--- config.mk ---
export PLATFORM = sky130hd
export DESIGN_NAME = sync_fifo_thr
export DESIGN_NICKNAME = d
export VERILOG_FILES = /design/src/rtl/sync_fifo_thr.sv
export SDC_FILE = /design/constraint.sdc
export NUM_CORES = 1
export LEC_CHECK = 0
export ABC_AREA = 1
export BUFFER_PORTS_ARGS = -buffer_cell sky130_fd_sc_hd__buf_4
export CORE_MARGIN = 2
export CORE_UTILIZATION = 50
export DETAILED_ROUTE_END_ITERATION = 12
export PLACE_DENSITY_LB_ADDON = 0.25
export SKIP_CTS_REPAIR_TIMING = 1
export SYNTH_ARGS = -nofsm -noshare
export SYNTH_HDL_FRONTEND = slang
export SYNTH_SLANG_ARGS = --single-unit
--- constraint.sdc ---
create_clock -name clk_in -period 5.28 [get_ports clk_in]
set_input_delay 1.056 -clock clk_in [delete_from_list [all_inputs] [get_ports clk_in]]
set_output_delay 1.056 -clock clk_in [all_outputs]
set_load 0.01 [all_outputs]
--- src/rtl/sync_fifo_thr.sv ---
// Single-clock FIFO with registered occupancy/threshold flags, sticky overflow/underflow
// errors and a selectable registered or first-word-fall-through read port.
module sync_fifo_thr #(
  parameter int unsigned WIDTH  = 4,
  parameter int unsigned DEPTH  = 8,
  parameter int unsigned AF_LVL = DEPTH - 2,
  parameter int unsigned AE_LVL = 2,
  parameter bit          FWFT   = 1'b0
) (
  input  logic                     clk_in,
  input  logic                     rst,
  input  logic                     wr_rq,
  input  logic [WIDTH-1:0]         wdata,
  input  logic                     rd_rq,
  input  logic                     clr_err,
  output logic [WIDTH-1:0]         rdata,
  output logic                     rd_valid,
  output logic                     full,
  output logic                     empty,
  output logic                     almost_full,
  output logic                     almost_empty,
  output logic [$clog2(DEPTH):0]   count,
  output logic                     overflow,
  output logic                     underflow
);

  localparam int unsigned AW = $clog2(DEPTH);
  localparam int unsigned CW = AW + 1;
  localparam logic [CW-1:0] DepthC = CW'(DEPTH);
  localparam logic [CW-1:0] AfLvlC = CW'(AF_LVL);
  localparam logic [CW-1:0] AeLvlC = CW'(AE_LVL);

  logic [WIDTH-1:0] mem_q [DEPTH];
  logic [AW-1:0]    wptr_q, wptr_d;
  logic [AW-1:0]    rptr_q, rptr_d;
  logic [CW-1:0]    count_q, count_d;
  logic             full_q, full_d;
  logic             empty_q, empty_d;
  logic             af_q, af_d;
  logic             ae_q, ae_d;
  logic             ovf_q, ovf_d;
  logic             unf_q, unf_d;
  logic             wr_acc, rd_acc;

  // Acceptance uses registered flags, so a full FIFO only drains and an empty one only fills.
  assign wr_acc = wr_rq & ~full_q & ~rst;
  assign rd_acc = rd_rq & ~empty_q & ~rst;

  always_comb begin
    wptr_d  = wptr_q;
    rptr_d  = rptr_q;
    count_d = count_q;
    if (wr_acc) wptr_d = wptr_q + AW'(1);
    if (rd_acc) rptr_d = rptr_q + AW'(1);
    case ({wr_acc, rd_acc})
      2'b10:   count_d = count_q + CW'(1);
      2'b01:   count_d = count_q - CW'(1);
      default: count_d = count_q;
    endcase
    full_d  = (count_d == DepthC);
    empty_d = (count_d == '0);
    af_d    = (count_d >= AfLvlC);
    ae_d    = (count_d <= AeLvlC);
    // A new error condition wins over a simultaneous clear.
    ovf_d   = (ovf_q & ~clr_err) | (wr_rq & full_q);
    unf_d   = (unf_q & ~clr_err) | (rd_rq & empty_q);
  end

  always_ff @(posedge clk_in) begin
    if (rst) begin
      wptr_q  <= '0;
      rptr_q  <= '0;
      count_q <= '0;
      full_q  <= 1'b0;
      empty_q <= 1'b1;
      af_q    <= 1'b0;
      ae_q    <= 1'b1;
      ovf_q   <= 1'b0;
      unf_q   <= 1'b0;
    end else begin
      wptr_q  <= wptr_d;
      rptr_q  <= rptr_d;
      count_q <= count_d;
      full_q  <= full_d;
      empty_q <= empty_d;
      af_q    <= af_d;
      ae_q    <= ae_d;
      ovf_q   <= ovf_d;
      unf_q   <= unf_d;
    end
  end

  always_ff @(posedge clk_in) begin
    if (wr_acc) mem_q[wptr_q] <= wdata;
  end

  if (FWFT) begin : g_fwft
    // Gating with empty keeps stale memory from ever reaching the port.
    assign rdata    = empty_q ? '0 : mem_q[rptr_q];
    assign rd_valid = ~empty_q;
  end else begin : g_reg
    logic [WIDTH-1:0] rdata_q;
    logic             rd_valid_q;

    always_ff @(posedge clk_in) begin
      if (rst) begin
        rdata_q    <= '0;
        rd_valid_q <= 1'b0;
      end else begin
        rd_valid_q <= rd_acc;
        if (rd_acc) rdata_q <= mem_q[rptr_q];
      end
    end

    assign rdata    = rdata_q;
    assign rd_valid = rd_valid_q;
  end

  assign full         = full_q;
  assign empty        = empty_q;
  assign almost_full  = af_q;
  assign almost_empty = ae_q;
  assign count        = count_q;
  assign overflow     = ovf_q;
  assign underflow    = unf_q;

endmodule

==> impl_metrics.csv <==
group,metric,value,unit
sta,setup_viol_count_final,0,
clocking,cts_tree,"done",
status,status,"complete, no violations",
final_layout,n_antenna_cell,0,
sta,fin_setup_tns,0,ps
sta,finalHoldViolCount,0,
sta,period_share,0.498,
die,die_area,0.00508,sq mm
synthesis,ys_seq_elements,53,
global_routing,grt_max_degree,21,
setup_path,critPathMaxFanout,9,
min_path,hold_start,"rdata[0]",
synthesis,synth_area,0.00226,sq mm
setup_path,startpoint_type,"input pin",
synthesis,ys_seq_area_frac,0.611,
detailed_routing,routed_wl,4.29,mm
clocking,path_clk_slew,100,ps
detailed_routing,drt-initial-drc-count,88,
detailed_routing,viasPerCell,5.30,
setup_path,reg2reg_slack,3270,ps
synthesis,syn_inst,223,
setup_path,endpoint,"almost_empty",
sta,fmax,380,MHz
die,rows,24,
synthesis,synth-xor-area-share,0.00774,
die,initial_core_util,0.520,
clocking,clk_latency,310,ps
setup_path,crit_type,"input pin to register",
die,core_area,0.00435,sq mm
placement,portBuffers,23,
final_layout,fillCellCount,367,
global_routing,first_global_vias,1360,
detailed_routing,ant_nets,0,
setup_path,r2r_cells,11,
clocking,clockRootBuffer,"clkbuf_8",
die,fp.dieW,71.3,um
die,io_pins,24,
global_routing,antenna_found_initial,0,
global_routing,grt_pass1_wl,6.96,mm
power_and_ir_drop,power,947,uW
sta,rsz0062_at_grt,"no",
detailed_routing,wl_per_cell,14.3,um
placement,gp_congestion,0.878,
synthesis,yosysWarningCount,0,
synthesis,synth_nets,236,
job,drv_cap,0,
sta,layout_min_cycle_time,2630,ps
final_layout,layout_commonest_cell,"nor2_1",
synthesis,yosys.area_share.adder,0.0221,
power_and_ir_drop,ir_drop,0.247,mV
synthesis,yosys.area_share.simple,0.183,
synthesis,synth_top_family_by_area,"simple AND/OR/NAND/NOR gates",
setup_path,worstSetupEndpointType,"register",
global_routing,grt_usage,0.181,
setup_path,critPathLaunch,"rst",
clocking,h-tree-depth,2,
sta,tightest_slew,784,ps
global_routing,grt-ovfl-total,0,
clocking,cts.sink_count,53,
sta,slew_headroom,0.477,
setup_path,worstReg2RegEnd,"almost_empty",
synthesis,synth.avg_cell_area,10.1,sq um
synthesis,synth.distinct_cells,30,
clocking,clk_path_buf_depth,2,
detailed_routing,drc,0,
detailed_routing,via_count,1584,
setup_path,r2r-start,"full",
final_layout,area_growth,12.6,%
setup_path,cp.arrival,2830,ps
synthesis,muxShareOfSynthArea,0.0177,
final_layout,nNetsFinal,259,
die,die_height,71.3,um
power_and_ir_drop,powerDensity,372,mW/mm^2
sta,report.final.slew_viol_count,0,
placement,dp_hpwl,3.00,mm
setup_path,crit_required,5480,ps
clocking,cts_buffers,5,
detailed_routing,dr.pass1.iters,4,
synthesis,synth_compound_area_frac,0.0940,
final_layout,layout_common_cells,"nor2_1, nand2_1, edfxtp_1, inv_1, buf_4",
sta,fin_skew,14.5,ps
power_and_ir_drop,p_leak,0.00105,uW
min_path,hold_class,"register to register",
final_layout,drive_gt1_frac,0.158,
[cells by family (layout without fill, tap and decap cells)]
family,after synthesis,after routing
AOI/OAI and AO/OA,34,34
adders and majority gates,4,4
and+or+nand+nor,90,90
xor gates and xnor gates,2,2
buffers and inverters,36,60
muxes,4,4
DFF,53,53
[sequential cells by signal, summed over array words and instances (netlist names), 3 cells and up]
register,cells
count,4
wptr_q,3
rdata,4
mem_q,32
rptr_q,3
[power breakdown]
group / switching (uW) / internal, uW
Sequential: 39.5 / 473
Combinational: 127 / 89.1
Clock: 127 / 91.8
[synthesized netlist by cell type]
cell type,number,area [sq um]
nor3b_1,1,7.51
nand2_1,32,120
nor2_8,1,20.0
a21oi_1,6,30.0
inv_1,27,101
inv_2,1,3.75
xor2_1,1,8.76
o21ai_1,1,5.00
buf_6,1,11.3
mux2i_1,4,40.0
nand4_1,2,12.5
nor2_2,1,6.26
xnor2_1,1,8.76
clkbuf_1,2,7.51
buf_2,4,20.0
o32ai_1,4,35.0
ha_1,4,50.1
nor3_1,1,5.00
nand3_1,12,60.1
o21ai_0,14,70.1
edfxtp_1,32,961
a22oi_1,1,7.51
dfxtp_1,21,420
nand2_2,2,12.5
nand2_4,1,11.3
nor2_1,34,128
o211ai_1,4,30.0
o221ai_1,4,35.0
clkinv_1,1,3.75
nand3_2,3,30.0
[per-stage QoR]
| step | hold WS, ps | std cells | setup WS [ps] | util | instance area [sq um] |
|---|---|---|---|---|---|
| floorplan | 475 | 223 | 2710 | - | 2260 |
| CTS | 482 | 299 | 2660 | 0.585 | 2550 |
| finish | 477 | 299 | 2650 | 0.585 | 2550 |
| detailed placement | 465 | 291 | 2380 | 0.565 | 2460 |
| global route | 494 | 299 | 2490 | 0.585 | 2550 |
| global placement | 461 | 291 | 2530 | 0.565 | 2460 |
[layer usage]
metal  global-route usage  up-vias  wire [um]  share of wire
met5                    0        -          0              0
met1                0.253      745       2000           0.47
met3               0.0520        8        132          0.031
met2                0.272       26       2090           0.49
met4               0.0650        0         76          0.018
li1                     -      805          -              -
[worst min-delay path by stage]
stage               slack, ps  endpoint  cells past startpoint
floorplan                 470  rd_valid                      1
global placement          460  rdata[3]                      2
detailed placement        470  rdata[1]                      2
CTS                       480  rdata[0]                      2
global route              490  rdata[1]                      2
finish                    480  rdata[0]                      2
[area by class of cell]
type / instances / area, sq um / area share
Tap cell: 52 / 65.1 / 0.0255
Sequential cell: 53 / 1380 / 0.542
Clock inverter: 3 / 17.5 / 0.00688
Multi-Input combinational cell: 134 / 733 / 0.288
Timing Repair Buffer: 23 / 173 / 0.0678
Inverter: 29 / 109 / 0.0427
Clock buffer: 5 / 68.8 / 0.0270
[worst max-delay path: stages]
cell and delay, ps:
buf_4 170, nor2_8 130, inv_1 70, nor2_2 270
ha_1 370, o21ai_0 330, inv_1 90, nor2_1 130
nand2_1 80, nand2_1 90, a21oi_1 40
No activity file was read; power rests on OpenSTA's default activity.
